`src/rtl/poly_chord_player.sv`:
```
// poly_chord_player: allocates incoming notes to NUM_VOICES voice slots,
// counts each note's remaining duration in beats, drives the per-voice
// note players and mixes their samples into one attenuated output sample.
module poly_chord_player #(
  parameter int NUM_VOICES   = 4,
  parameter int SAMPLE_WIDTH = 16,
  parameter int NOTE_WIDTH   = 6,
  parameter int DUR_WIDTH    = 6,
  parameter int MIX_WIDTH    = SAMPLE_WIDTH + 3
) (
  input  logic                               clk,
  input  logic                               reset,
  input  logic                               play_enable,
  input  logic                               activate,
  input  logic                               load_new_note,
  input  logic [NOTE_WIDTH-1:0]              note_to_load,
  input  logic [DUR_WIDTH-1:0]               duration,
  input  logic                               beat,
  input  logic                               generate_next_sample,
  input  logic [1:0]                         weight,
  input  logic [NUM_VOICES*SAMPLE_WIDTH-1:0] voice_sample,
  input  logic [NUM_VOICES-1:0]              voice_ready,
  output logic [NUM_VOICES*NOTE_WIDTH-1:0]   voice_note,
  output logic [NUM_VOICES-1:0]              voice_load,
  output logic [NUM_VOICES-1:0]              voice_active,
  output logic [NUM_VOICES-1:0]              voice_gen,
  output logic [MIX_WIDTH-1:0]               final_sample,
  output logic                               sample_ready,
  output logic                               note_done,
  output logic                               voices_full
);

  localparam int IDX_W = (NUM_VOICES > 1) ? $clog2(NUM_VOICES) : 1;
  localparam logic [IDX_W-1:0] LAST_IDX = IDX_W'(NUM_VOICES - 1);

  typedef enum logic [1:0] {
    S_IDLE = 2'd0,
    S_WAIT = 2'd1,
    S_SUM  = 2'd2,
    S_OUT  = 2'd3
  } mix_state_t;

  // ---------------------------------------------------------------------
  // Voice allocation and duration tracking
  // ---------------------------------------------------------------------
  logic                  run;
  logic                  beat_dec;
  logic                  load_ok;
  logic [DUR_WIDTH-1:0]  count_reg  [NUM_VOICES];
  logic [DUR_WIDTH-1:0]  count_next [NUM_VOICES];
  logic [NOTE_WIDTH-1:0] note_reg   [NUM_VOICES];
  logic                  active_reg [NUM_VOICES];
  logic                  load_reg   [NUM_VOICES];
  logic [NUM_VOICES-1:0] load_sel;
  logic                  free_found;
  logic [IDX_W-1:0]      free_idx;
  logic [IDX_W-1:0]      steal_idx;
  logic [DUR_WIDTH-1:0]  steal_min;
  logic [IDX_W-1:0]      target_idx;
  logic                  any_now;
  logic                  any_next;

  assign run      = activate & play_enable;
  assign beat_dec = beat & run;
  // Rests and zero-length notes never claim a voice.
  assign load_ok  = load_new_note && (note_to_load != '0) && (duration != '0);

  // Pick the lowest free voice; otherwise steal the one closest to expiry
  // (strict compare keeps ties on the lowest index). Uses pre-decrement counts.
  always_comb begin
    free_found = 1'b0;
    free_idx   = '0;
    steal_idx  = '0;
    steal_min  = count_reg[0];
    for (int i = 0; i < NUM_VOICES; i++) begin
      if (!free_found && (count_reg[i] == '0)) begin
        free_found = 1'b1;
        free_idx   = IDX_W'(i);
      end
      if (count_reg[i] < steal_min) begin
        steal_min = count_reg[i];
        steal_idx = IDX_W'(i);
      end
    end
  end

  assign target_idx = free_found ? free_idx : steal_idx;

  // Detect whether any voice will still be sounding after this cycle.
  always_comb begin
    any_next = 1'b0;
    for (int i = 0; i < NUM_VOICES; i++) begin
      if (count_next[i] != '0) any_next = 1'b1;
    end
  end

  generate
    for (genvar gi = 0; gi < NUM_VOICES; gi++) begin : g_voice
      assign load_sel[gi] = load_ok && (target_idx == IDX_W'(gi));

      // A freshly loaded voice takes its full duration, skipping this beat.
      assign count_next[gi] = load_sel[gi] ? duration :
                              (beat_dec && (count_reg[gi] != '0)) ? count_reg[gi] - 1'b1 :
                              count_reg[gi];

      // Per-voice count, note, activity flag and load pulse.
      always_ff @(posedge clk or negedge reset) begin
        if (!reset) begin
          count_reg[gi]  <= '0;
          note_reg[gi]   <= '0;
          active_reg[gi] <= 1'b0;
          load_reg[gi]   <= 1'b0;
        end else begin
          count_reg[gi]  <= count_next[gi];
          active_reg[gi] <= (count_next[gi] != '0);
          load_reg[gi]   <= load_sel[gi];
          if (load_sel[gi]) begin
            note_reg[gi] <= note_to_load;
          end
        end
      end

      assign voice_note[gi*NOTE_WIDTH +: NOTE_WIDTH] = note_reg[gi];
      assign voice_active[gi] = active_reg[gi];
      assign voice_load[gi]   = load_reg[gi];
    end
  endgenerate

  assign any_now     = |voice_active;
  assign voices_full = &voice_active;

  // Pulse when the last sounding voice runs out; a steal always leaves a
  // voice loaded, so it can never produce this pulse.
  always_ff @(posedge clk or negedge reset) begin
    if (!reset) begin
      note_done <= 1'b0;
    end else begin
      note_done <= any_now && !any_next;
    end
  end

  // ---------------------------------------------------------------------
  // Mixer
  // ---------------------------------------------------------------------
  mix_state_t                   state_reg;
  mix_state_t                   state_next;
  logic [NUM_VOICES-1:0]        mask_reg;
  logic [NUM_VOICES-1:0]        flags_reg;
  logic [NUM_VOICES-1:0]        flags_wait;
  logic [IDX_W-1:0]             idx_reg;
  logic signed [MIX_WIDTH-1:0]  acc_reg;
  logic signed [MIX_WIDTH-1:0]  sum_term;
  logic [SAMPLE_WIDTH-1:0]      lat_sample [NUM_VOICES];
  logic                         gen_fire;
  logic                         wait_cap;
  logic                         sum_step;
  logic                         out_fire;

  // Ready pulses only count for voices in the latched mask.
  assign flags_wait = flags_reg | (voice_ready & mask_reg);

  // Mixer state register.
  always_ff @(posedge clk or negedge reset) begin
    if (!reset) begin
      state_reg <= S_IDLE;
    end else begin
      state_reg <= state_next;
    end
  end

  // Mixer next-state; losing activate or play_enable aborts to IDLE.
  always_comb begin
    state_next = state_reg;
    case (state_reg)
      S_IDLE: if (generate_next_sample) state_next = S_WAIT;
      S_WAIT: if (flags_wait == mask_reg) state_next = S_SUM;
      S_SUM:  if (idx_reg == LAST_IDX) state_next = S_OUT;
      S_OUT:  state_next = S_IDLE;
      default: state_next = S_IDLE;
    endcase
    if (!run) state_next = S_IDLE;
  end

  // Mixer output decode: one strobe per state, all gated by run.
  always_comb begin
    gen_fire = 1'b0;
    wait_cap = 1'b0;
    sum_step = 1'b0;
    out_fire = 1'b0;
    if (run) begin
      case (state_reg)
        S_IDLE:  gen_fire = generate_next_sample;
        S_WAIT:  wait_cap = 1'b1;
        S_SUM:   sum_step = 1'b1;
        S_OUT:   out_fire = 1'b1;
        default: ;
      endcase
    end
  end

  // Select the sign-extended sample for the current summing slot.
  always_comb begin
    sum_term = '0;
    for (int i = 0; i < NUM_VOICES; i++) begin
      if ((idx_reg == IDX_W'(i)) && mask_reg[i]) begin
        sum_term = {{(MIX_WIDTH-SAMPLE_WIDTH){lat_sample[i][SAMPLE_WIDTH-1]}}, lat_sample[i]};
      end
    end
  end

  generate
    for (genvar gi = 0; gi < NUM_VOICES; gi++) begin : g_capture
      // Keep only the first ready pulse per voice during a mix.
      always_ff @(posedge clk or negedge reset) begin
        if (!reset) begin
          lat_sample[gi] <= '0;
        end else if (wait_cap && voice_ready[gi] && mask_reg[gi] && !flags_reg[gi]) begin
          lat_sample[gi] <= voice_sample[gi*SAMPLE_WIDTH +: SAMPLE_WIDTH];
        end
      end
    end
  endgenerate

  // Mixer datapath: mask latch, ready flags, accumulator and output.
  always_ff @(posedge clk or negedge reset) begin
    if (!reset) begin
      mask_reg     <= '0;
      flags_reg    <= '0;
      idx_reg      <= '0;
      acc_reg      <= '0;
      voice_gen    <= '0;
      final_sample <= '0;
      sample_ready <= 1'b0;
    end else begin
      voice_gen    <= gen_fire ? voice_active : '0;
      sample_ready <= out_fire;
      if (gen_fire) begin
        mask_reg  <= voice_active;
        flags_reg <= '0;
        idx_reg   <= '0;
        acc_reg   <= '0;
      end
      if (wait_cap) begin
        flags_reg <= flags_wait;
      end
      if (sum_step) begin
        acc_reg <= acc_reg + sum_term;
        idx_reg <= idx_reg + 1'b1;
      end
      if (out_fire) begin
        final_sample <= acc_reg >>> weight;
      end
    end
  end

endmodule

```
`config.mk`:
```
export PLATFORM = sky130hd
export DESIGN_NAME = poly_chord_player
export DESIGN_NICKNAME = d
export VERILOG_FILES = /design/src/rtl/poly_chord_player.sv
export SDC_FILE = /design/constraint.sdc
export NUM_CORES = 1
export LEC_CHECK = 0
export ABC_AREA = 1
export CORE_ASPECT_RATIO = 1.1
export CORE_MARGIN = 1
export CORE_UTILIZATION = 45
export CTS_BUF_LIST = sky130_fd_sc_hd__clkbuf_4 sky130_fd_sc_hd__clkbuf_8 sky130_fd_sc_hd__clkbuf_16
export CTS_CLUSTER_SIZE = 40
export DETAILED_ROUTE_END_ITERATION = 6
export PLACE_DENSITY = 0.74
export SKIP_CTS_REPAIR_TIMING = 1
export SLEW_MARGIN = 20
export SYNTH_ARGS = -nofsm -noshare
export SYNTH_HDL_FRONTEND = slang
export SYNTH_SLANG_ARGS = --single-unit
```
`constraint.sdc`:
```
create_clock -name clk -period 4.6 [get_ports clk]
set_input_delay 0.92 -clock clk [delete_from_list [all_inputs] [get_ports clk]]
set_output_delay 0.92 -clock clk [all_outputs]
set_load 0.03 [all_outputs]
```
Word level (Yosys, flattened, before mapping)
Cells that the tools add are included.

operators by class
  $add $sub $neg = 6
  mux-type cells = 49
  bitwise logic cells = 4
  equality and inequality tests = 13
  order comparisons = 3
  reduce and logical (&&, ||, !) cells = 60
  shift operators = 1

operators with widths
  operator                                             number
  two-way mux 19 bit                                   6
  two-way mux 6 bit                                    10
  nonzero test 6 bit                                   10
  logical AND 1 bit                                    30
  zero test 6 bit                                      4
  subtractor 6 x 1 -> 6 bit, second input constant     4
  two-way mux 2 bit                                    11
  adder 19 bit                                         1
  >>> shifter 19 x 2 -> 19 bit                         1
  less-than comparator 6 bit                           3
  two-way mux 1 bit                                    18
  equality test 2 bit, second input constant           6
  two-way mux 4 bit                                    3
  != test 3 bit, second input constant                 3
  zero test 1 bit                                      8
  one-hot mux 2 bit (4 select lines)                   1
  equality test 2 x 1 -> 1 bit, second input constant  3
  zero test 2 bit                                      3
  bitwise AND 4 bit                                    1
  equality test 4 bit                                  1
  bitwise OR 4 bit                                     1
  AND reduction 4 bit                                  1
  nonzero test 2 bit                                   2
  OR reduction 4 bit                                   1
  3 further kinds                                      4

word-level totals
  bits of input ports = 89
  logic and storage cells = 165
  register bits after elaboration = 176
  output and inout bits = 58

Logic depth before layout (Yosys ltp)
  depth after elaboration = 22
  depth in mapped cells = 33
  gate-level depth less buffers = 31

Worst setup path before layout
No wires, ideal clock.

  path type = flip-flop to flip-flop
  from = register count_reg[21] (netlist name)
  to = register note_done
  arrival = 4291 ps
  required time = 4529 ps
  buffers on the path = 3
  cell stages (with the launch flop) = 30
  period minus slack after synthesis = 4363 ps
  setup slack = 237 ps
  path through = dfrtp_1 > inv_1 > ha_1 > nand2_1 > nand2_1 > a21oi_4 > nand2_2 > clkbuf_1 > o21ai_0 > ha_1 > a21oi_1 > nor2_1 > a211oi_2 > nand2_2 > clkbuf_1 > nand2_1 > o21ai_0 > ha_1 > a21oi_1 > nor2_1 > a211oi_1 > nand2_2 > a21oi_4 > nand3_2 > buf_6 > o21ai_2 > nand3_1 > nor2_2 > nand3_1 > nor2_1

between the ends
  longest elaborated chain between the ends = 22
  elaborated cells between the ends (all ways) = 49
  those cells by class = add/sub: 1; order compare: 3; eq/ne: 3; mux: 22; reduce/logical: 20

ends and longest elaborated chain
  what                                                                                 RTL line  source
  start, declared                                                                      49        logic [DUR_WIDTH-1:0] count_reg [NUM_VOICES];
  start signal, assigned by index                                                      114       count_reg[gi] <= count_next[gi];
  parallel branches: the longest is 19 deep, another holds less-than comparator 6 bit  --
  two-way mux 1 bit (*)                                                                93        if (count_next[i] != '0) any_next = 1'b1;
  zero test 1 bit (*)                                                                  138       note_done <= any_now && !any_next;
  logical AND 1 bit (*)                                                                138
  end signal, assigned                                                                 138
  end, declared                                                                        29        output logic note_done,

Mark *: on every way between the ends.
A chain may end at the register's enable or synchronous reset.

==> flow_metrics.py <==
metrics = {
    "outcome": {
        "run_status": "finished, final reports clean",
    },
    "synthesis": {
        "synth_commonest_cells": "sky130_fd_sc_hd__nand2_1 (221), sky130_fd_sc_hd__dfrtp_1 (176), sky130_fd_sc_hd__inv_1 (131), sky130_fd_sc_hd__o21ai_0 (125), sky130_fd_sc_hd__nor2_1 (69)",
        "yosysMostFrequentCell": "sky130_fd_sc_hd__nand2_1",
        "synth_area_per_inst_sq_um": 8.644,
        "synth.yosys.seq_area_share_pct": 45.49,
        "synthesis.area_sq_um": 9682,
        "synth_area_leader_cell": "sky130_fd_sc_hd__dfrtp_1",
        "yosysWarningCount": 0,
        "ys_types": 44,
        "syn_nets": 1259,
        "synth_edf_count": 0,
        "synth_top_area_share_pct": 45.49,
        "postSynth.asyncResetShare_pct": 100.0,
        "ys_dominant_reg_cell": "sky130_fd_sc_hd__dfrtp_1",
        "synthesized_instance_count": 1120,
        "synth.ff_latch_count": 176,
        "synth.area.top_cells": "sky130_fd_sc_hd__dfrtp_1 (45%), sky130_fd_sc_hd__nand2_1 (8.6%), sky130_fd_sc_hd__mux2_2 (7.4%)",
    },
    "cts": {
        "number_of_buffers_added_by_the_clock_tree_synthesis_step": 17,
        "worst_setup_hold_path_clk_slew_ns": 0.07,
        "tritoncts_num_sinks": 176,
        "tritoncts": "done",
        "cts_buffer_depth": 2,
        "clk_root_buffer_cell": "sky130_fd_sc_hd__clkbuf_16",
        "h-tree-depth": 4,
        "clk-insertion-delay-late_ns": 0.43,
    },
    "global_routing": {
        "grt_pass1_wl_mm": 40.75,
        "track_usage_pct": 23.72,
        "number_of_global_route_vias_before_repair": 8070,
        "grt_overflow": 0,
        "antenna_found_initial": 1,
        "grt_start_max_net_pins": 107,
    },
    "die": {
        "die_height_um": 155.8,
        "die-area_sq_um": 22110,
        "io-pin-count": 147,
        "placement_rows": 55,
        "fp.dieW_um": 141.9,
        "core-area_sq_um": 20850,
        "start_util_pct": 46.43,
    },
    "final_layout": {
        "num-nets-final": 1427,
        "layout_cells_sized_above_1_pct": 14.99,
        "post-route-cell-area_sq_um": 12450,
        "max_ffs_per_register": 64,
        "layout.cells.non_filler": 1586,
        "insertedDiodeCount": 0,
        "flow.area_growth_from_synthesis_pct": 28.61,
    },
    "power_and_ir_drop": {
        "cellPowerDensity_nw_per_um2": 761.2,
        "vdd_drop_max_mv": 0.6536,
        "power.leakage_nw": 6.078,
    },
    "sta": {
        "fin_worst_hold_slack_ns": 0.3884,
        "tightestPinTransition_ns": 1.046,
        "max-slew-margin-rel_pct": 30.06,
        "achievable-frequency_mhz": 219.3,
        "finalHoldViolCount": 0,
        "timing.final.crit_share_pct": 99.11,
        "finalCriticalPeriod_ns": 4.559,
        "skew_ns": 0.009309,
        "setup-violations-final": 0,
        "setup_repair_after_global_routing_missed_its_margin": "yes",
        "drv_slew": 0,
        "layout_setup_ws_ns": 0.04106,
    },
    "placement": {
        "dp_slack_ns": -0.1401,
        "buffer_ports.inserted": 146,
        "place.detailed.hpwl_mm": 19.08,
        "placed_cells_incl_taps": 1529,
        "placed_area_sq_um": 11480,
        "gp_congestion": 0.8952,
    },
    "critical_path": {
        "critPathMostFrequentCell": "sky130_fd_sc_hd__nand2_2",
        "cp_max_fo": 8,
        "critPathArrivalTime_ns": 4.92,
        "critPathRequiredTime_ns": 4.96,
        "timing_worst_setup_path_type": "reg2reg",
        "cp_slowest_cell": "sky130_fd_sc_hd__dfrtp_1",
        "cpPeakStageDelay_ns": 0.42,
        "crit_path_end_kind": "flip-flop",
        "worst_setup_path_start_kind": "flip-flop",
        "rrSetupSlack_ns": 0.04,
    },
    "worst_hold_path": {
        "holdCritPathClass": "in2async",
    },
    "route": {
        "vias": 8379,
        "post_drt_wl_per_cell_um": 16.34,
        "remaining_drc_errors": 0,
        "drt_first_iter_violations": 629,
        "vias_per_cell": 5.283,
        "route.antenna.remaining_nets": 0,
        "wirelength_mm": 25.92,
        "drt_pre_antenna_iters": 5,
    },
    "flow_run": {
        "cap_violations": 0,
    },
}
path summary, 6_finish.rpt:
check	startpoint	to	depth (start not counted)
worst max-delay path	count_reg[21]	note_done	29
worst min-delay path	reset	sample_ready	1
worst max register to register	count_reg[21]	note_done	29
worst min register to register	voice_note[13]	voice_note[13]	2
max in group asynchronous	reset	count_reg[15]	2
min in group clk	voice_note[13]	voice_note[13]	2
cell families (layout without fill, tap and decap cells):
| family | after synthesis | in the layout | share of synthesized area, % |
|---|---|---|---|
| adder cells (fa/ha/maj) | 50 | 50 | 6.539 |
| AND/OR/NAND/NOR | 400 | 401 | 17.72 |
| XOR/XNOR | 26 | 26 | 2.352 |
| AO/OA/AOI/OAI | 231 | 231 | 13.50 |
| multiplexers | 65 | 65 | 7.547 |
| buffers and inverters | 172 | 352 | 6.849 |
| flip-flops | 176 | 176 | 45.49 |
layout make-up:
class | instances | area, sq um
sequential | 176 | 4405
inverter | 133 | 499.2
fill | 1728 | 8399
clock buffer | 18 | 439.2
clock inverter | 14 | 166.4
tap | 285 | 356.6
multi-input combinational | 773 | 4778
timing repair buffer | 187 | 1807
layout by cell type (no fill, tap or decap), drive strengths merged, types with 5 or more instances in the layout:
master         count
buf               42
dfrtp            176
o32ai              5
nand4             24
o22ai              8
a21oi             56
clkbuf            18
nand2            232
mux2              64
nor3              10
nand3             56
clkinv             6
ha                49
o21ai            131
nor2              71
inv              140
o211ai             9
clkdlybuf4s50    145
xor2              23
worst max-delay path: cells and delay by family, from the launching register on:
kind | cells | cell delay (ns)
adder cells (fa/ha/maj) | 3 | 0.78
AO/OA/AOI/OAI | 7 | 1.39
flip-flops | 1 | 0.42
buffers and inverters | 2 | 0.27
AND/OR/NAND/NOR | 17 | 1.60
where the power goes:
part / internal [mW] / leakage, nW / total (mW) / switching [mW]
registers: 2.19 / 2.26 / 2.63 / 0.445
clock network: 0.791 / 0.297 / 1.47 / 0.680
logic: 2.16 / 3.52 / 5.37 / 3.21
metrics by stage:
step	total power, mW	TNS, ns	util [%]
after floorplan	5.866	0	-
after global placement	7.040	0	55.04
after detailed placement	7.222	-0.3005	55.04
after CTS	8.732	-0.6033	57.95
after global routing	10.16	-0.4100	59.72
final	9.479	0	59.72
per-layer routing:
metal	vias up	track usage (%)	routed length (um)
li1	4078	-	-
met1	4011	30.14	11090
met2	251	39.34	12700
met3	37	5.893	1647
met4	2	8.141	464
met5	-	0	13
Power figures use the tool's default switching activity.
